**src/rtl/paint_pkg.sv**
```systemverilog
`default_nettype none
// ============================================================================
// Module  : paint_pkg
// Brief   : Shared types and screen defaults for the brush painter.
// Revision: 1.0 - initial release
// ============================================================================
package paint_pkg;

  localparam int SCREEN_W_DEF = 160;
  localparam int SCREEN_H_DEF = 120;

  typedef logic [2:0] color_t;

  typedef struct packed {
    logic [7:0] x;
    logic [7:0] y;
    color_t     color;
    logic [1:0] size;
  } brush_cmd_t;

  typedef enum logic [0:0] {
    ST_IDLE  = 1'b0,
    ST_PAINT = 1'b1
  } painter_state_t;

  function automatic logic signed [3:0] size_s(input logic [1:0] s);
    return $signed({2'b00, s});
  endfunction

  // Centre plus signed offset in 9-bit two's complement; bit 8 set means negative.
  function automatic logic [8:0] pix_coord(input logic [7:0] c, input logic signed [3:0] d);
    return {1'b0, c} + {{5{d[3]}}, d};
  endfunction

endpackage
`default_nettype wire

```
**src/rtl/cmd_fifo.sv**
```systemverilog
`default_nettype none
// ============================================================================
// Module  : cmd_fifo
// Brief   : Show-ahead command FIFO, power-of-two depth, async active-low reset.
// Revision: 1.0 - initial release
// ============================================================================
module cmd_fifo
  import paint_pkg::*;
#(
  parameter int DEPTH = 4
) (
  input  logic       clk,
  input  logic       rst_n,
  input  logic       push,
  input  logic       pop,
  input  brush_cmd_t din,
  output brush_cmd_t dout,
  output logic       full,
  output logic       empty
);

  localparam int            c_AW  = $clog2(DEPTH);
  localparam logic [c_AW:0] c_ONE = 1;

  brush_cmd_t    r_mem [DEPTH];
  logic [c_AW:0] r_wr;
  logic [c_AW:0] r_rd;

  always_ff @(posedge clk or negedge rst_n) begin
    if (!rst_n) begin
      r_wr <= '0;
      r_rd <= '0;
    end else begin
      if (push) r_wr <= r_wr + c_ONE;
      if (pop)  r_rd <= r_rd + c_ONE;
    end
  end

  always_ff @(posedge clk) begin
    if (push) r_mem[r_wr[c_AW-1:0]] <= din;
  end

  assign dout  = r_mem[r_rd[c_AW-1:0]];
  assign empty = (r_wr == r_rd);
  assign full  = (r_wr[c_AW] != r_rd[c_AW]) && (r_wr[c_AW-1:0] == r_rd[c_AW-1:0]);

endmodule
`default_nettype wire

```
**src/rtl/brush_painter.sv**
```systemverilog
`default_nettype none
// ============================================================================
// Module  : brush_painter
// Brief   : Queues brush points and rasterises clipped square brushes into
//           framebuffer writes. Define BRUSH_PAINTER_DROPCNT_EN for dropCount.
// Revision: 1.0 - initial release
// ============================================================================
module brush_painter
  import paint_pkg::*;
#(
  parameter int FIFO_DEPTH = 4,
  parameter int SCREEN_W   = SCREEN_W_DEF,
  parameter int SCREEN_H   = SCREEN_H_DEF
) (
  input  logic       clk,
  input  logic       reset,
  input  logic       brushUpdate,
  input  logic [7:0] x,
  input  logic [7:0] y,
  input  logic [2:0] newColorUpdate,
  input  logic       updateConfig,
  input  logic       wrReady,
  output logic       wrEn,
  output logic [7:0] wrX,
  output logic [7:0] wrY,
  output logic [2:0] wrColor,
  output logic       busy,
  output logic       overflow,
  output logic [7:0] dropCount
);

  localparam logic [8:0] c_SW = 9'(SCREEN_W);
  localparam logic [8:0] c_SH = 9'(SCREEN_H);

  color_t         r_color;
  logic [1:0]     r_size;
  painter_state_t r_state;
  brush_cmd_t     r_cmd;
  logic signed [3:0] r_dx;
  logic signed [3:0] r_dy;

  brush_cmd_t w_din;
  brush_cmd_t w_dout;
  brush_cmd_t w_src;
  logic       w_full;
  logic       w_empty;
  logic       w_push;
  logic       w_pop;
  logic       w_drop;
  logic       w_adv;
  logic       w_last;
  logic       w_in;
  logic signed [3:0] w_ndx;
  logic signed [3:0] w_ndy;
  logic [8:0] w_px;
  logic [8:0] w_py;

  always_ff @(posedge clk or negedge reset) begin
    if (!reset) begin
      r_color <= '0;
      r_size  <= '0;
    end else if (updateConfig) begin
      r_color <= newColorUpdate;
      r_size  <= x[1:0];
    end
  end

  // Sampled before the config update lands, so a same-cycle pair uses the old config.
  assign w_din  = '{x: x, y: y, color: r_color, size: r_size};
  assign w_pop  = (r_state == ST_IDLE) && !w_empty;
  assign w_push = brushUpdate && (!w_full || w_pop);
  assign w_drop = brushUpdate && w_full && !w_pop;
  assign w_adv  = (r_state == ST_PAINT) && (!wrEn || wrReady);
  assign w_last = (r_dx == size_s(r_cmd.size)) && (r_dy == size_s(r_cmd.size));
  assign busy   = (r_state == ST_PAINT) || !w_empty;

  cmd_fifo #(.DEPTH(FIFO_DEPTH)) u_fifo (
    .clk   (clk),
    .rst_n (reset),
    .push  (w_push),
    .pop   (w_pop),
    .din   (w_din),
    .dout  (w_dout),
    .full  (w_full),
    .empty (w_empty)
  );

  // Next pixel to present: first pixel of the popped command, or raster step.
  always_comb begin
    w_src = r_cmd;
    w_ndx = r_dx;
    w_ndy = r_dy;
    if (r_state == ST_IDLE) begin
      w_src = w_dout;
      w_ndx = -size_s(w_dout.size);
      w_ndy = -size_s(w_dout.size);
    end else if (r_dx == size_s(r_cmd.size)) begin
      w_ndx = -size_s(r_cmd.size);
      w_ndy = r_dy + 4'sd1;
    end else begin
      w_ndx = r_dx + 4'sd1;
    end
  end

  assign w_px = pix_coord(w_src.x, w_ndx);
  assign w_py = pix_coord(w_src.y, w_ndy);
  assign w_in = !w_px[8] && !w_py[8] && (w_px < c_SW) && (w_py < c_SH);

  always_ff @(posedge clk or negedge reset) begin
    if (!reset) begin
      r_state  <= ST_IDLE;
      r_cmd    <= '0;
      r_dx     <= '0;
      r_dy     <= '0;
      wrEn     <= 1'b0;
      wrX      <= '0;
      wrY      <= '0;
      wrColor  <= '0;
      overflow <= 1'b0;
    end else begin
      overflow <= w_drop;
      case (r_state)
        ST_IDLE: begin
          if (w_pop) begin
            r_state <= ST_PAINT;
            r_cmd   <= w_dout;
            r_dx    <= w_ndx;
            r_dy    <= w_ndy;
            wrEn    <= w_in;
            wrX     <= w_px[7:0];
            wrY     <= w_py[7:0];
            wrColor <= w_src.color;
          end
        end
        ST_PAINT: begin
          if (w_adv) begin
            if (w_last) begin
              r_state <= ST_IDLE;
              wrEn    <= 1'b0;
            end else begin
              r_dx    <= w_ndx;
              r_dy    <= w_ndy;
              wrEn    <= w_in;
              wrX     <= w_px[7:0];
              wrY     <= w_py[7:0];
              wrColor <= w_src.color;
            end
          end
        end
        default: r_state <= ST_IDLE;
      endcase
    end
  end

`ifdef BRUSH_PAINTER_DROPCNT_EN
  logic [7:0] r_drop_cnt;

  always_ff @(posedge clk or negedge reset) begin
    if (!reset) begin
      r_drop_cnt <= '0;
    end else if (w_drop && (r_drop_cnt != 8'hFF)) begin
      r_drop_cnt <= r_drop_cnt + 8'd1;
    end
  end

  assign dropCount = r_drop_cnt;
`else
  assign dropCount = '0;
`endif

endmodule
`default_nettype wire

```
**config.mk**
```make
export PLATFORM = sky130hd
export DESIGN_NAME = brush_painter
export DESIGN_NICKNAME = d
export VERILOG_FILES = /design/src/rtl/paint_pkg.sv /design/src/rtl/cmd_fifo.sv /design/src/rtl/brush_painter.sv
export SDC_FILE = /design/constraint.sdc
export NUM_CORES = 1
export LEC_CHECK = 0
export CORE_ASPECT_RATIO = 0.6
export CORE_MARGIN = 4
export CORE_UTILIZATION = 65
export CTS_BUF_LIST = sky130_fd_sc_hd__clkbuf_8
export DETAILED_ROUTE_END_ITERATION = 10
export PLACE_DENSITY = 0.91
export SLEW_MARGIN = 30
export SYNTH_ARGS = -nofsm -noshare
export SYNTH_HDL_FRONTEND = slang
export SYNTH_SLANG_ARGS = --single-unit
```
**constraint.sdc**
```tcl
create_clock -name clk -period 8.1 [get_ports clk]
set_clock_uncertainty 0.05 [all_clocks]
set_input_delay 0.81 -clock clk [delete_from_list [all_inputs] [get_ports clk]]
set_output_delay 0.81 -clock clk [all_outputs]
set_load 0.02 [all_outputs]
```
==> reports/qor.txt, run 1 <==
WORST HOLD PATH
-------------------------------------------------------------------------------------
Hold Crit Class                                                            reg -> reg

FLOORPLAN
-------------------------------------------------------------------------------------
Number of rows in the core area                                                    28
Die Span Y                                                                   87.03 µm
Total Die Area                                                            0.01216 mm²
Core region area                                                          0.01002 mm²
Number of top-level pins                                                           54
Die outline width                                                            139.7 µm
Effective utilization at floorplan                                             0.6752

CLOCK NETWORK
-------------------------------------------------------------------------------------
Number of buffers created by CTS                                                   17
Count of cells resized by post-cts repair                                           0
TritonCTS clock tree                                                              yes
Latest clock arrival within the worst-skew pair                                440 ps
Post-CTS Hold Fix Bufs                                                              0
Clock buffer depth                                                                  2
Clk pin slew, worst setup/hold paths                                            90 ps
Setup Buffers After CTS                                                             0
Clock root buffer master                                                 sky130_fd_sc_hd__clkbuf_8
Maximum level of the CTS H-tree                                                     4
Sinks on the clock net                                                            146

FINISH
-------------------------------------------------------------------------------------
Total number of nets in the final design                                          552
Layout Area Growth over Synthesis                                              13.82%
Most frequent standard cell in the layout excluding fill and tap cells   sky130_fd_sc_hd__edfxtp_1
Highest-count cells in the layout ignoring fill and taps                 84 x sky130_fd_sc_hd__edfxtp_1, 61 x sky130_fd_sc_hd__dfrtp_1, 47 x sky130_fd_sc_hd__mux2_2
Layout cells sized above 1                                                     0.2378
Number of diodes added for antenna fixing                                           0

YOSYS
-------------------------------------------------------------------------------------
Synthesized area                                                         0.006765 mm²
Number of distinct library cells after synthesis                                   51
Fraction of registers with async set/reset                                     0.4247
Mean cell area of the mapped netlist                                        15.13 µm²
Number of warnings issued by yosys                                                  0
Count of flip-flops with a built-in enable after synthesis                         84
Syn Inst Count                                                                    447
Post-synthesis sequential element count                                           146
Dominant synthesized flop cell                                           sky130_fd_sc_hd__edfxtp_1
Share of the yosys chip area belonging to registers                            0.6022

RUN
-------------------------------------------------------------------------------------
Max Cap Violations                                                                  0

GLOBAL ROUTING
-------------------------------------------------------------------------------------
Global route total overflow                                                         0
Global Route Usage Sum                                                         0.2380
First-pass GRT wire length                                                   21.66 mm
Initial antenna violation count                                                     0
Largest net degree at the start of global routing                                  63
Via count of the first global-routing pass                                       4147

CRITICAL PATH
-------------------------------------------------------------------------------------
CP Data Required Time                                                         8400 ps
Worst setup EP type                                                          register
Kind of launch point of the worst setup path                                 register
Critical path, cell by cell                                              mux4_2 > inv_1 > ha_1 > nor2_1 > a21oi_1 > fa_1 > a211oi_1 > o21ai_0 > nand2b_1 > a21oi_1 > xor2_1 > a211o_1 > o32ai_2
Startpoint-to-endpoint class of the critical path                          reg -> reg
Most used cell, CP                                                       sky130_fd_sc_hd__a21oi_1
Max stage delay cell, worst path                                         sky130_fd_sc_hd__dfrtp_2
Top fanout value on the critical path                                              24
Worst Path Arrival                                                            4140 ps
Largest stage delay on the critical path                                       810 ps

TIMING
-------------------------------------------------------------------------------------
Final count of negative-setup-slack endpoints                                       0
Final hold violation count                                                          0
Unrepaired setup endpoints after global routing                                 false
Number of slew-limit violations in the final report                                 0
Final min period                                                              3842 ps
Worst-case headroom to the max-slew limit                                      0.4613
Fin crit share                                                                 0.4743
Fmax                                                                       0.2603 GHz
Final worst hold slack                                                       440.1 ps
Post-Route Setup TNS                                                             0 ps
Slew of the pin with the lowest slew margin                                  808.1 ps

ROUTING
-------------------------------------------------------------------------------------
Total wire length after detailed routing                                     13.26 mm
Starting DRC count in detailed routing                                            280
Number of nets with antenna violations after routing                                0
Detail-routed net length per standard cell                                   20.47 µm
Detail-routed via count per cell                                                6.005
Initial DRT Pass Iterations                                                         5
Total DRC errors in the routed layout                                               0
Vias after detailed routing                                                      3891

PLACEMENT
-------------------------------------------------------------------------------------
Number of port buffers                                                             45
Final weighted congestion of routability-driven global placement               0.8347
HPWL reported at the end of detailed placement                               9.063 mm

POWER AND IR DROP
-------------------------------------------------------------------------------------
Standby leakage power                                                        2.953 nW
Max rail drop VDD                                                         0.0002354 V
Power density cells                                                      454.9 mW/mm²

OUTCOME
-------------------------------------------------------------------------------------
Run status                                                                  completed

-- synthesized netlist by cell type, drive strengths merged, types with 2 or more instances --
master   instances  area, µm²
edfxtp          84       2522
dfrtp           62       1551
mux2            56      630.6
ha              26      325.3
nand2           22      82.58
nor2            22      87.58
o21ai           22      113.9
mux4            21      473.0
buf             18      131.4
a21oi           15      86.34
inv             15      56.30
xor2            14      122.6
xnor2           12      120.1
mux2i            6      60.06
clkbuf           5      18.77
nand3            5      37.54
nor2b            5      31.28
and2             4      25.02
a211oi           3      22.52
a21o             3      22.52
a31oi            3      25.02
o21a             3      22.52
a21boi           2      15.01
fa               2      40.04
nor4             2      18.77
o2bb2ai          2      23.77
o31ai            2      15.01
-- state kept, by name, indices dropped and copies added, names as in the netlist --
register / cells
overflow: 1
u_fifo.r_rd: 3
r_state: 1
r_size: 2
r_color: 3
u_fifo.r_mem: 84
u_fifo.r_wr: 3
wrX: 8
r_dy: 4
wrY: 8
r_cmd: 21
wrEn: 1
wrColor: 3
r_dx: 4
-- layer usage --
layer / vias to the layer above / GRT usage / wire, µm
met2: 159 / 0.3825 / 6471
met4: 0 / 0.1117 / 217
met1: 1954 / 0.3197 / 5502
li1: 1756 / - / -
met5: - / 0 / 0
met3: 22 / 0.04937 / 1069
-- path summary, 6_finish.rpt --
check | start | endpoint | slack, ps | cells past startpoint
max in group asynchronous | reset | u_fifo.r_rd[1]$_DFFE_PN0P_ | 6940 | 2
setup / recovery | u_fifo.r_rd[1]$_DFFE_PN0P_ | wrEn$_DFFE_PN0P_ | 4260 | 13
hold reg to reg | wrY[2]$_DFFE_PN0P_ | wrY[2]$_DFFE_PN0P_ | 440 | 2
min in group asynchronous | reset | r_cmd[9]$_DFFE_PN0P_ | 480 | 2
setup reg to reg | u_fifo.r_rd[1]$_DFFE_PN0P_ | wrEn$_DFFE_PN0P_ | 4260 | 13
hold / removal | wrY[2]$_DFFE_PN0P_ | wrY[2]$_DFFE_PN0P_ | 440 | 2
-- stage by stage --
step / cell area [µm²] / worst slack [ps] / instances / util / power (mW)
2_1_floorplan: 6792 / 4522 / 454 / - / 2.458
3_3_place_gp: 7286 / 4150 / 615 / 0.7271 / 2.839
3_5_place_dp: 7320 / 4294 / 616 / 0.7305 / 2.963
4_1_cts: 7700 / 4239 / 648 / 0.7685 / 3.516
5_1_grt: 7700 / 3955 / 648 / 0.7685 / 3.760
6_report: 7700 / 4258 / 648 / 0.7685 / 3.503
-- where the power goes --
| group | internal [mW] | switching [mW] | total [mW] |
|---|---|---|---|
| logic | 0.807 | 0.947 | 1.75 |
| clock network | 0.251 | 0.294 | 0.545 |
| registers | 1.05 | 0.150 | 1.20 |
-- cell families (layout without fill, tap and decap cells) --
| logic type | count (synthesis) | count (layout) | share of synthesized area |
|---|---|---|---|
| flip-flops | 146 | 146 | 0.6022 |
| multiplexers | 83 | 83 | 0.1720 |
| AND/OR/NAND/NOR | 66 | 66 | 0.04735 |
| AO/OA/AOI/OAI | 59 | 59 | 0.05752 |
| buffers and inverters | 38 | 97 | 0.03051 |
| adder cells (fa/ha/maj) | 28 | 28 | 0.05400 |
| XOR/XNOR | 26 | 26 | 0.03588 |
| other | 1 | 8 | 0.0005543 |
-- final cells by class --
| type | count | area (µm²) |
|---|---|---|
| Sequential cell | 146 | 4075 |
| Clock buffer | 17 | 234.0 |
| Timing Repair Buffer | 50 | 503.0 |
| Tap cell | 135 | 168.9 |
| Inverter | 15 | 56.30 |
| Clock inverter | 15 | 146.4 |
| Multi-Input combinational cell | 270 | 2516 |
| Fill cell | 603 | 2320 |
-- worst max-delay path: cells and delay by family (launching register included) --
| family | cells | cell delay (ps) |
|---|---|---|
| AO/OA/AOI/OAI | 6 | 1130 |
| XOR/XNOR | 1 | 150 |
| adder cells (fa/ha/maj) | 2 | 720 |
| buffers and inverters | 1 | 110 |
| flip-flops | 1 | 810 |
| multiplexers | 1 | 470 |
| AND/OR/NAND/NOR | 2 | 300 |
Note: power is estimated with default switching activity, not from simulation.
==> inputs of run 2 (changes only) <==
--- a/config.mk
+++ b/config.mk
@@ -7,10 +7,10 @@
 export LEC_CHECK = 0
 export CORE_ASPECT_RATIO = 0.6
 export CORE_MARGIN = 4
-export CORE_UTILIZATION = 65
+export CORE_UTILIZATION = 60
 export CTS_BUF_LIST = sky130_fd_sc_hd__clkbuf_8
 export DETAILED_ROUTE_END_ITERATION = 10
-export PLACE_DENSITY = 0.91
+export PLACE_DENSITY = 0.85
 export SLEW_MARGIN = 30
 export SYNTH_ARGS = -nofsm -noshare
 export SYNTH_HDL_FRONTEND = slang
==> constraint.sdc (replaced) <==
create_clock -name clk -period 4.02 [get_ports clk]
set_clock_uncertainty 0.05 [all_clocks]
set_input_delay 0.402 -clock clk [delete_from_list [all_inputs] [get_ports clk]]
set_output_delay 0.402 -clock clk [all_outputs]
set_load 0.02 [all_outputs]
==> reports/qor.txt, run 2 (synthesis gave the netlist of run 1 again) <==
FLOORPLAN
-------------------------------------------------------------------------------------
Number of rows in the core area                                                    29   +3.6%
Die Span Y                                                                   90.25 µm   +3.7%
Core region area                                                          0.01078 mm²   +7.6%
Die outline width                                                            145.1 µm   +3.9%
Total Die Area                                                            0.01309 mm²   +7.7%
Effective utilization at floorplan                                             0.6278   -0.04743
Number of top-level pins                                                           54   unchanged

POWER AND IR DROP
-------------------------------------------------------------------------------------
Part of the total power dissipated in combinational logic                       0.499   -0.002
Power density cells                                                      914.2 mW/mm²   +100%
Max rail drop VDD                                                         0.0005238 V   +120%
Internal power contribution                                                  4.382 mW   +110%
Proportion of total power due to net switching                                 0.3830   -0.01407
Sequential cell fraction of total power                                         0.337   -0.007
Power, Total                                                                 7.102 mW   +100%
Clock power share                                                               0.164   +0.008
Power spent charging and discharging nets                                    2.720 mW   +96%
Standby leakage power                                                        2.999 nW   +1.6%

FINISH
-------------------------------------------------------------------------------------
Non-Filler Instances                                                              659   +1.7%
Post-route core utilization                                                    0.7209   -0.04760
Highest-count cells in the layout ignoring fill and taps                 84 x sky130_fd_sc_hd__edfxtp_1, 62 x sky130_fd_sc_hd__dfrtp_1, 47 x sky130_fd_sc_hd__mux2_2
Total number of nets in the final design                                          560   +1.4%
Number of diodes added for antenna fixing                                           0   unchanged
Flip-flop count of the largest register, all copies and words added                84   unchanged
Layout Area Growth over Synthesis                                              14.83%
Layout cells sized above 1                                                     0.2385   +0.0006448
Most frequent standard cell in the layout excluding fill and tap cells   sky130_fd_sc_hd__edfxtp_1
Number of fill cells                                                              655   +8.6%

CLOCK NETWORK
-------------------------------------------------------------------------------------
Count of cells resized by post-cts repair                                           0   unchanged
Clock root buffer master                                                 sky130_fd_sc_hd__clkbuf_8
Maximum level of the CTS H-tree                                                     4   unchanged
TritonCTS clock tree                                                              yes
Sinks on the clock net                                                            146   unchanged
Latest clock arrival within the worst-skew pair                                440 ps   about the same
Clock buffer depth                                                                  2   unchanged
Number of buffers created by CTS                                                   17   unchanged
Clk pin slew, worst setup/hold paths                                            80 ps   about the same

ROUTING
-------------------------------------------------------------------------------------
Vias after detailed routing                                                      3769   -3.1%
Total DRC errors in the routed layout                                               0   unchanged
Starting DRC count in detailed routing                                            164   -41%
Number of nets with antenna violations after routing                                0   unchanged
Detail-routed via count per cell                                                5.719   -4.8%
Detail-routed net length per standard cell                                   19.73 µm   -3.6%
Total wire length after detailed routing                                     13.00 mm   -2.0%
Initial DRT Pass Iterations                                                         5   unchanged

PLACEMENT
-------------------------------------------------------------------------------------
Placement Setup Slack                                                        399.7 ps   -3894 ps
Final weighted congestion of routability-driven global placement               0.8201   -1.7%
HPWL reported at the end of detailed placement                               9.012 mm   -0.56%
Number of placed instances with taps included                                     627   +1.8%
Number of port buffers                                                             45   unchanged

TIMING
-------------------------------------------------------------------------------------
Post-Route Setup TNS                                                             0 ps   unchanged
Fmax                                                                       0.2759 GHz   +6.0%
Final hold violation count                                                          0   unchanged
Slew of the pin with the lowest slew margin                                  677.5 ps   -130.6 ps
Fin crit share                                                                 0.9017   +0.4273
Final count of negative-setup-slack endpoints                                       0   unchanged
PnR worst setup slack                                                        395.3 ps   -3863 ps
Number of slew-limit violations in the final report                                 0   unchanged
Final min period                                                              3625 ps   -217.4 ps
Unrepaired setup endpoints after global routing                                 false
Worst-case headroom to the max-slew limit                                      0.5483   +0.08707

CRITICAL PATH
-------------------------------------------------------------------------------------
Largest stage delay on the critical path                                       570 ps   -240 ps
Critical path, cell by cell                                              mux4_2 > inv_1 > ha_1 > nor2_1 > a21oi_1 > inv_1 > fa_1 > nor2b_1 > o21a_1 > nor2_1 > xnor2_1 > and3_1 > a211o_1 > o32ai_2
Max stage delay cell, worst path                                         sky130_fd_sc_hd__mux4_2
CP Data Required Time                                                         4320 ps   -4080 ps
Top fanout value on the critical path                                               4   -83%
Worst Path Arrival                                                            3930 ps   -210 ps
Startpoint-to-endpoint class of the critical path                          reg -> reg
Crit path buffers/inverters                                                         2   +1
Kind of launch point of the worst setup path                                 register
CP top delay family                                                      compound AO/OA/AOI/OAI gates
Worst setup EP type                                                          register

GLOBAL ROUTING
-------------------------------------------------------------------------------------
First-pass GRT wire length                                                   21.80 mm   +0.67%
Global Route Usage Sum                                                         0.2158   -0.02219
Initial antenna violation count                                                     0   unchanged
Global route total overflow                                                         0   unchanged
Via count of the first global-routing pass                                       4039   -2.6%
Largest net degree at the start of global routing                                  40   -37%

OUTCOME
-------------------------------------------------------------------------------------
Run status                                                                  completed

RUN
-------------------------------------------------------------------------------------
Max Cap Violations                                                                  0   unchanged

WORST HOLD PATH
-------------------------------------------------------------------------------------
Hold Crit Class                                                           in -> async

run 2: cell count changes in the layout (fill, tap and decap cells not counted), moves of 2 or more:
cell | before | now
sky130_fd_sc_hd__buf_4 | 4 | 13
sky130_fd_sc_hd__and2_1 | 0 | 4
sky130_fd_sc_hd__and2_2 | 4 | 0
sky130_fd_sc_hd__inv_8 | 3 | 0
sky130_fd_sc_hd__bufinv_16 | 1 | 3
sky130_fd_sc_hd__clkinv_2 | 2 | 4
sky130_fd_sc_hd__inv_6 | 4 | 2
run 2: power by group through the flow:
| stage | clock [mW] | combinational [mW] | sequential, mW |
|---|---|---|---|
| final | 1.16 | 3.55 | 2.39 |
| after global routing | 1.25 | 3.95 | 2.45 |
| after CTS | 1.18 | 3.56 | 2.39 |
| after detailed placement | 0 | 3.52 | 2.42 |
| after global placement | 0 | 3.37 | 2.38 |
| after floorplan | 0 | 2.49 | 2.47 |
run 2: final timing paths:
path,slack (ps),depth (start not counted),start,to
max reg2reg,400,14,u_fifo.r_rd[0]$_DFFE_PN0P_,wrEn$_DFFE_PN0P_
min reg2reg,430,2,wrColor[1]$_DFFE_PN0P_,wrColor[1]$_DFFE_PN0P_
max,400,14,u_fifo.r_rd[0]$_DFFE_PN0P_,wrEn$_DFFE_PN0P_
min in group clk,430,2,wrColor[1]$_DFFE_PN0P_,wrColor[1]$_DFFE_PN0P_
min,430,2,reset,r_cmd[8]$_DFFE_PN0P_
max in group asynchronous,2770,3,reset,u_fifo.r_wr[0]$_DFFE_PN0P_
run 2: per-layer routing:
metal / vias up / track usage / share of wire
li1: 1774 / - / -
met1: 1885 / 0.2872 / 0.44
met2: 95 / 0.3565 / 0.49
met3: 15 / 0.05918 / 0.057
met4: 0 / 0.05766 / 0.013
met5: - / 0 / 0
run 2: timing repair:
item / 4_1_cts / 5_1_grt
endpoints found under the hold margin: 0 / 38
hold buffers: 0 / 1
setup buffers: 0 / 0
run 2: metrics by stage:
step	cell area (µm²)	hold slack, ps
floorplan	6792	56.41
global route	7769	467.8
finish	7769	429.2
detailed placement	7351	421.5
CTS	7750	44.98
global placement	7351	413.1
run 2: final cells by class:
cell class,count,area (µm²),area share
well taps,139,173.9,0.02239
clock buffers,17,234.0,0.03012
repair buffers,58,548.0,0.07054
inverters,15,56.30,0.007248
flip-flops and latches,146,4074,0.5244
clock inverters,14,165.2,0.02126
multi-input cells,270,2517,0.3240
==> inputs of run 3 (changes only) <==
--- a/config.mk
+++ b/config.mk
@@ -5,12 +5,13 @@
 export SDC_FILE = /design/constraint.sdc
 export NUM_CORES = 1
 export LEC_CHECK = 0
-export CORE_ASPECT_RATIO = 0.6
+export CORE_ASPECT_RATIO = 1.1
 export CORE_MARGIN = 4
-export CORE_UTILIZATION = 60
-export CTS_BUF_LIST = sky130_fd_sc_hd__clkbuf_8
+export CORE_UTILIZATION = 58
+export CTS_BUF_LIST = sky130_fd_sc_hd__clkbuf_8 sky130_fd_sc_hd__clkbuf_16
+export CTS_CLUSTER_SIZE = 14
 export DETAILED_ROUTE_END_ITERATION = 10
-export PLACE_DENSITY = 0.85
+export PLACE_DENSITY = 0.83
 export SLEW_MARGIN = 30
 export SYNTH_ARGS = -nofsm -noshare
 export SYNTH_HDL_FRONTEND = slang
==> reports/qor.txt, run 3 (synthesis gave the netlist of run 1 again) <==
TIMING
-------------------------------------------------------------------------------------
Number of slew-limit violations in the final report                                 0   unchanged
Final min period                                                              3612 ps   -13.07 ps
Worst-case headroom to the max-slew limit                                      0.3852   -0.1631
Final count of negative-setup-slack endpoints                                       0   unchanged
Post-Route Setup TNS                                                             0 ps   unchanged
Slew of the pin with the lowest slew margin                                  920.1 ps   +242.6 ps
Final hold violation count                                                          0   unchanged
Fmax                                                                       0.2769 GHz   +0.36%
Fin crit share                                                                 0.8984   -0.003250
Unrepaired setup endpoints after global routing                                 false

GLOBAL ROUTING
-------------------------------------------------------------------------------------
Via count of the first global-routing pass                                       4125   +2.1%
Largest net degree at the start of global routing                                  44   +10%
First-pass GRT wire length                                                   21.49 mm   -1.5%
Global Route Usage Sum                                                         0.2108   -0.005000
Most used routing layer in global routing                                        met2
Initial antenna violation count                                                     0   unchanged
Global routing usage on met1                                                   0.2564   -0.03074
Routing usage on met2                                                          0.3615   +0.005058
Met3 GRT Util                                                                 0.05287   -0.006310
Global route total overflow                                                         0   unchanged

FINISH
-------------------------------------------------------------------------------------
Layout Area Growth over Synthesis                                              17.77%
Flip-flop count of the largest register, all copies and words added                84   unchanged
Most frequent standard cell in the layout excluding fill and tap cells   sky130_fd_sc_hd__edfxtp_1
Number of diodes added for antenna fixing                                           0   unchanged
Layout cells sized above 1                                                     0.2380   -0.0004577
Final instance area                                                      0.007968 mm²   +2.6%
Highest-count cells in the layout ignoring fill and taps                 84 x sky130_fd_sc_hd__edfxtp_1, 62 x sky130_fd_sc_hd__dfrtp_1, 47 x sky130_fd_sc_hd__mux2_2
Total number of nets in the final design                                          560   unchanged

PLACEMENT
-------------------------------------------------------------------------------------
Final weighted congestion of routability-driven global placement               0.8250   +0.60%
HPWL reported at the end of detailed placement                               8.439 mm   -6.4%
Post-place instance area                                                 0.007367 mm²   +0.22%
Number of port buffers                                                             45   unchanged

POWER AND IR DROP
-------------------------------------------------------------------------------------
Power spent charging and discharging nets                                    2.762 mW   +1.5%
Clock power share                                                               0.208   +0.044
Part of the total power dissipated in combinational logic                       0.472   -0.027
Power density cells                                                      938.6 mW/mm²   +2.7%
Standby leakage power                                                        3.075 nW   +2.5%
Sequential cell fraction of total power                                         0.320   -0.017
Max rail drop VDD                                                         0.0004425 V   -16%
Proportion of total power due to net switching                                 0.3693   -0.01368
Internal power contribution                                                  4.717 mW   +7.6%

CRITICAL PATH
-------------------------------------------------------------------------------------
Crit path buffers/inverters                                                         1   -1
Worst setup EP type                                                          register
Largest stage delay on the critical path                                       540 ps   -30 ps
Critical path, cell by cell                                              buf_4 > mux4_2 > mux2_2 > ha_1 > fa_1 > a211oi_1 > o21ai_0 > nand2b_1 > a21oi_1 > xor2_1 > a211o_1 > o32ai_2
Top fanout value on the critical path                                               9   +5
Startpoint-to-endpoint class of the critical path                          reg -> reg
CP Data Required Time                                                         4290 ps   -30 ps
Kind of launch point of the worst setup path                                 register
Max stage delay cell, worst path                                         sky130_fd_sc_hd__mux4_2
CP top delay family                                                      compound AO/OA/AOI/OAI gates
Reg2reg setup slack                                                            410 ps   about the same
Worst Path Arrival                                                            3890 ps   -40 ps

OUTCOME
-------------------------------------------------------------------------------------
Run status                                                                  completed

CLOCK NETWORK
-------------------------------------------------------------------------------------
Number of buffers created by CTS                                                   17   unchanged
Sinks on the clock net                                                            146   unchanged
Clock root buffer master                                                 sky130_fd_sc_hd__clkbuf_16
Latest clock arrival within the worst-skew pair                                420 ps   -20 ps
TritonCTS clock tree                                                              yes
Clock buffer depth                                                                  2   unchanged
Setup Buffers After CTS                                                             0   unchanged
Maximum level of the CTS H-tree                                                     4   unchanged
Clk pin slew, worst setup/hold paths                                            60 ps   -20 ps
Count of cells resized by post-cts repair                                           0   unchanged

FLOORPLAN
-------------------------------------------------------------------------------------
Total Die Area                                                            0.01346 mm²   +2.8%
Core region area                                                          0.01144 mm²   +6.2%
Number of top-level pins                                                           54   unchanged
Die Span Y                                                                   121.3 µm   +34%
Number of rows in the core area                                                    41   +41%
Die outline width                                                            111.0 µm   -24%
Effective utilization at floorplan                                             0.5914   -0.03639

ROUTING
-------------------------------------------------------------------------------------
Starting DRC count in detailed routing                                            277   +69%
Number of nets with antenna violations after routing                                0   unchanged
Detail-routed via count per cell                                                5.775   +0.97%
Initial DRT Pass Iterations                                                         5   unchanged
Total wire length after detailed routing                                     12.97 mm   -0.27%
Vias after detailed routing                                                      3875   +2.8%
Detail-routed net length per standard cell                                   19.33 µm   -2.1%
Total DRC errors in the routed layout                                               0   unchanged

RUN
-------------------------------------------------------------------------------------
Max Cap Violations                                                                  0   unchanged

WORST HOLD PATH
-------------------------------------------------------------------------------------
Hold Crit Class                                                            reg -> reg

-- run 3: cell count changes in the layout (fill, tap and decap cells not counted), sizes merged --
cell	before	now
clkinvlp	1	3
clkbuf	17	18
bufinv	3	2
clkinv	7	4
inv	18	20
-- run 3: layout make-up --
cell class	instances	area (µm²)
Tap cell	150	187.7
Multi-Input combinational cell	270	2511
Inverter	15	56.30
Fill cell	689	3472
Clock buffer	18	439.2
Clock inverter	14	151.4
Sequential cell	146	4074
Timing Repair Buffer	58	548.0
-- run 3: metal layers --
metal / share of wire / vias to the layer above
met1: 0.41 / 1978
li1: - / 1772
met2: 0.52 / 100
met3: 0.043 / 25
met5: 0 / -
met4: 0.023 / 0
-- run 3: worst min-delay path: cells and delay by family, from the launching register on --
family             cells  cell delay, ps
and+or+nand+nor        1              40
DFF                    1             340
AOI/OAI and AO/OA      1              50
-- run 3: path summary, 6_finish.rpt --
kind	startpoint	end	cells after the start
max	u_fifo.r_rd[0]$_DFFE_PN0P_	wrEn$_DFFE_PN0P_	12
max in group asynchronous	reset	r_dx[1]$_DFFE_PN0P_	3
max reg2reg	u_fifo.r_rd[0]$_DFFE_PN0P_	wrEn$_DFFE_PN0P_	12
min	wrX[7]$_DFFE_PN0P_	wrX[7]$_DFFE_PN0P_	2
min in group asynchronous	reset	u_fifo.r_wr[0]$_DFFE_PN0P_	2
min reg2reg	wrX[7]$_DFFE_PN0P_	wrX[7]$_DFFE_PN0P_	2
-- run 3: power groups by stage --
| stage | Clock, mW | Sequential (mW) | Combinational [mW] |
|---|---|---|---|
| 2_1_floorplan | 0 | 2.47 | 2.49 |
| 3_3_place_gp | 0 | 2.37 | 3.37 |
| 3_5_place_dp | 0 | 2.41 | 3.48 |
| 4_1_cts | 1.58 | 2.40 | 3.54 |
| 5_1_grt | 1.66 | 2.44 | 3.90 |
| 6_report | 1.55 | 2.39 | 3.53 |
-- run 3: per-stage QoR --
stage / std cells / setup WS (ps) / power, mW / util / hold WS (ps)
after CTS: 671 / 410.7 / 7.520 / 0.6965 / 432.8
after floorplan: 454 / 442.2 / 4.953 / - / 56.41
after detailed placement: 638 / 461.0 / 5.895 / 0.6440 / 409.9
final: 671 / 408.4 / 7.479 / 0.6965 / 423.1
after global routing: 671 / 171.2 / 8.003 / 0.6965 / 450.5
after global placement: 638 / 552.0 / 5.740 / 0.6438 / 410.2
-- run 3: timing repair --
action / 4_1_cts / 5_1_grt
hold buffers: 1 / 0
setup endpoints to repair: 0 / 0
hold endpoints to repair: 42 / 0
==> variant 1: new RTL, settings of run 2 <==
Add an input register stage for `updateConfig`, without a reset; this delays it by one clock. The other inputs are not delayed to match.
--- a/src/rtl/brush_painter.sv
+++ b/src/rtl/brush_painter.sv
@@ -32,6 +32,12 @@
   localparam logic [8:0] c_SW = 9'(SCREEN_W);
   localparam logic [8:0] c_SH = 9'(SCREEN_H);
 
+  logic updateConfig_q;
+
+  always_ff @(posedge clk) begin
+    updateConfig_q <= updateConfig;
+  end
+
   color_t         r_color;
   logic [1:0]     r_size;
   painter_state_t r_state;
@@ -59,7 +65,7 @@
     if (!reset) begin
       r_color <= '0;
       r_size  <= '0;
-    end else if (updateConfig) begin
+    end else if (updateConfig_q) begin
       r_color <= newColorUpdate;
       r_size  <= x[1:0];
     end
Check against the original RTL: not equivalent (a bounded check fails within 4 cycles, from zero or initial values and one cycle with reset low).
==> variant 1 against run 2 <==
- design area up 1.7%
- total power up 6.1%
- critical path type unchanged
- sequential cell count up 1
- setup slack worse by 0.19 ns
- wire length up 9.3%
- synthesized area up 1.0%
==> variant 1: results (changes against run 2) <==
* Run status: complete, no violations
* Post-route DRC violation count at 0 (unchanged)
* Met2 usage at 0.336 (-0.0206)
* Met2 wire len at 6560 µm (+3.1%)
* Total GRT Usage at 0.224 (+0.00810)
* Placed Area at 7440 µm² (+1.3%)
* Worst Path Arrival at 4.10 ns (+0.17 ns)
* Reg-to-reg setup timing slack at 0.21 ns (-0.19 ns)
* Leakage at 3.08 nW (+2.9%)
* P_int at 4.57 mW (+4.2%)
* Seq/Total Area, Yosys at 0.599 (-0.00324)
* Layout cells sized above 1 at 0.205 (-0.0335)
* Worst Hold Class: primary input to register
* Clock-pin transition on the worst setup and hold timing paths at roughly 0.090 ns
* Setup bufs post-CTS at 0 (unchanged)
* Synth async-reset ratio at 0.422 (-0.00289)
* Worst skew pair latency at 0.44 ns (about the same)
* Initial antenna violation count at 0 (unchanged)
* Global-route wire length before repair at 22700 µm (+4.2%)
* WL/cell at 20.2 µm (+2.1%)
* Final-stage net count at 603 (+7.7%)
* Post-DP HPWL at 9750 µm (+8.2%)
* Longest Clk Path Bufs at 2 (unchanged)
* Number of port buffers at 45 (unchanged)
* Routability congestion estimate from global placement at 0.894 (+9.0%)
* Total CTS buffers at 17 (unchanged)
* Grt met1 use at 0.329 (+0.0419)
* H-tree depth at 4 (unchanged)
* Flop pwr share at 0.320 (-0.017)
* Worst vdd ir at 0.000388 V (-26%)
* Top Layer Used: met4
* Comb. pwr at 3.85 mW (+8.5%)
* Number of flip-flops under the largest register name at 84 (unchanged)
* Synth warnings at 0 (unchanged)
* Vias in the first global route at 4170 (+3.2%)
* Hold WS at 0.346 ns (-0.0830 ns)
* Initial drt markers at 317 (+93%)
* Fillers at 708 (+8.1%)
* CP Max Fanout at 4 (unchanged)
* Number of synthesized flops with an enable pin at 84 (unchanged)
* Top_reg_cell synth: edfxtp_1
* Post-synthesis cell type count at 53 (+3.9%)
* Largest net degree at the start of global routing at 44 (+10%)
* ANT cells at 0 (unchanged)
* Vias at 4266 (+13%)
* Initial DRT Pass Iterations at 5 (unchanged)
* CTS Root Cell: clkbuf_8
* Switching fraction of total power at 0.394 (+0.0109)
* WL met3 at 995 µm (+34%)
* Top cells by area, synth: edfxtp_1, dfrtp_1, mux2_2
* CP top delay family: compound AO/OA/AOI/OAI gates
* Critical-path top delay cell: mux4_2
* Largest stage delay, worst path at roughly 0.58 ns
* Slew @ Worst Pin at 0.887 ns (+0.210 ns)
* Top cells by count, synth: edfxtp_1, nand2_1, dfrtp_1, mux2_2, ha_1
* M3 GR Usage at 0.0627 (+0.00351)
* WL met1 at 6530 µm (+14%)
-- variant 1: changes by cell type after synthesis, sizes merged, moves of 3 or more --
cell	before	now
nand2	22	68
mux2	56	44
nor3	1	5
clkbuf	5	8
inv	15	12
nand3	5	2
-- variant 1: worst paths after layout --
check	cells after the start	start	to
min in group asynchronous	2	reset	wrColor[2]
min	1	updateConfig	updateConfig_q
min reg2reg	2	wrColor[2]	wrColor[2]
max	11	u_fifo.r_rd[0]	wrEn
max reg2reg	11	u_fifo.r_rd[0]	wrEn
max in group asynchronous	3	reset	r_cmd[10]
-- variant 1: stage by stage --
| step | setup WS [ns] | cells |
|---|---|---|
| after CTS | 0.247 | 705 |
| after global routing | 0.0143 | 705 |
| final | 0.209 | 705 |
| after global placement | 0.454 | 672 |
| after floorplan | 0.114 | 501 |
| after detailed placement | 0.342 | 672 |
-- variant 1: layout make-up --
type                       count  area (µm²)  share of cell area
inverter                      12        45.0             0.00570
timing repair buffer          60         567              0.0717
clock inverter                15         205              0.0260
clock buffer                  17         234              0.0296
multi-input combinational    315        2580               0.327
sequential                   147        4090               0.518
tap                          139         174              0.0220
-- variant 1: cells by family (layout without fill, tap and decap cells) --
family | Yosys count | after routing | share of synthesized area
DFF | 147 | 147 | 0.599
xor gates and xnor gates | 26 | 26 | 0.0333
and+or+nand+nor | 122 | 122 | 0.0822
adders and majority gates | 26 | 26 | 0.0498
other | 1 | 8 | 0.000549
muxes | 69 | 69 | 0.148
buffers and inverters | 39 | 104 | 0.0280
AOI/OAI and AO/OA | 64 | 64 | 0.0597
-- variant 1: repair_timing --
item | 4_1_cts | 5_1_grt
endpoints found under the hold margin | 42 | 0
gates resized for setup | 0 | 2
hold buffers | 1 | 0
endpoints found under the setup margin | 0 | 1
==> variant 2: new RTL, config.mk and constraints of run 2 <==
Without the edit above. Change the parameter `FIFO_DEPTH` from 4 to 8.
--- a/src/rtl/brush_painter.sv
+++ b/src/rtl/brush_painter.sv
@@ -8,7 +8,7 @@
 module brush_painter
   import paint_pkg::*;
 #(
-  parameter int FIFO_DEPTH = 4,
+  parameter int FIFO_DEPTH = 8,
   parameter int SCREEN_W   = SCREEN_W_DEF,
   parameter int SCREEN_H   = SCREEN_H_DEF
 ) (
Check against the original RTL: not equivalent (Yosys sat finds a counterexample within 10 cycles, from zero or initial values and one cycle with reset low).
==> variant 2 against run 2 <==
- wire length up 60%
- critical path type unchanged
- cell count is 43% higher
- critical endpoint unchanged
- design area rose by 52%
- sequential cell count grew 86
- total power grew 36%
- hold slack got worse by 0.054 ns
- setup slack worse by 0.17 ns
- synthesized area grew 51%
==> variant 2: results (changes against run 2) <==
* Fillers at 1017 (+55%)
* Via-per-instance ratio at 5.98 (+4.5%)
* Sink Count at 232 (+59%)
* CP Max Fanout at 8 (+4)
* Post-DP HPWL at 13000 µm (+44%)
* Netlist Area Pre-Place at 10200 µm² (+51%)
* Synth async-reset ratio at 0.276 (-0.149)
* Top cells by area, synth: edfxtp_1, dfrtp_1, mux4_2
* Number of flip-flops under the largest register name at 168 (+100%)
* Worst rel slew slack at 0.406 (-0.142)
* Met2 usage at 0.340 (-0.0161)
* WL met3 at 1400 µm (+88%)
* Run status: complete, no violations
* Worst skew pair latency at 0.50 ns (+0.06 ns)
* Reg-to-reg setup timing slack at 0.22 ns (-0.17 ns)
* Synth top area share at 0.495 (+0.122)
* Grt met1 use at 0.337 (+0.0497)
* Global-route wire length before repair at 32500 µm (+49%)
* Worst vdd ir at 0.000533 V (+1.8%)
* Logic inverters at 11 (-4)
* Area growth from synthesis to final layout at 15.5%
* Final-stage net count at 741 (+32%)
* Area share of buffers outside the clock network at 0.0623 (-0.00827)
* Routability congestion estimate from global placement at 0.853 (+4.0%)
* Clock buf/inv share at 0.0504 (-0.00101)
* Total CTS buffers at 34 (+17)
* Met2 wire len at 9960 µm (+57%)
* Vias in the first global route at 5868 (+45%)
* Placed Area at 11000 µm² (+49%)
==> variant 2: critical path, cell delays in order, from the launching register on <==
cell and delay (ns):
dfrtp_2 0.54, mux4_2 0.60, mux2i_4 0.20, ha_2 0.31
nor2_2 0.20, a31oi_2 0.13, ha_1 0.35, a211oi_2 0.29
nor2_1 0.13, o311ai_0 0.34, buf_4 0.18, o2111ai_1 0.11
nand4b_1 0.15, o32ai_2 0.10
==> variant 2: worst max-delay path by stage <==
stage	cells after the start	to	slack, ns
floorplan	15	wrEn	0.31
global placement	11	wrEn	0.04
detailed placement	12	wrEn	-0.05
CTS	12	wrEn	0.01
global route	12	wrEn	0.007
finish	13	wrEn	0.22
==> variant 2: power by group <==
group / leakage [nW] / switching, mW / total [mW] / internal, mW
Clock: 0.330 / 0.862 / 1.69 / 0.831
Combinational: 1.63 / 2.26 / 4.44 / 2.18
Sequential: 2.30 / 0.343 / 3.51 / 3.17
==> variant 2: cell families after synthesis <==
family / count (synthesis) / share of synthesized area
AND/OR/NAND/NOR: 95 / 0.0473
buffers and inverters: 47 / 0.0247
AO/OA/AOI/OAI: 66 / 0.0432
other: 1 / 0.000368
XOR/XNOR: 26 / 0.0223
adder cells (fa/ha/maj): 24 / 0.0309
multiplexers: 121 / 0.179
flip-flops: 232 / 0.652
==> variant 2: per-stage QoR <==
| step | std cells | hold slack [ns] | worst slack, ns | TNS (ns) |
|---|---|---|---|---|
| 2_1_floorplan | 619 | 0.0564 | 0.308 | 0 |
| 3_3_place_gp | 881 | 0.411 | 0.0381 | 0 |
| 3_5_place_dp | 881 | 0.422 | -0.0453 | -0.0453 |
| 4_1_cts | 940 | 0.0203 | 0.0146 | 0 |
| 5_1_grt | 944 | 0.401 | 0.00695 | 0 |
| 6_report | 944 | 0.376 | 0.224 | 0 |
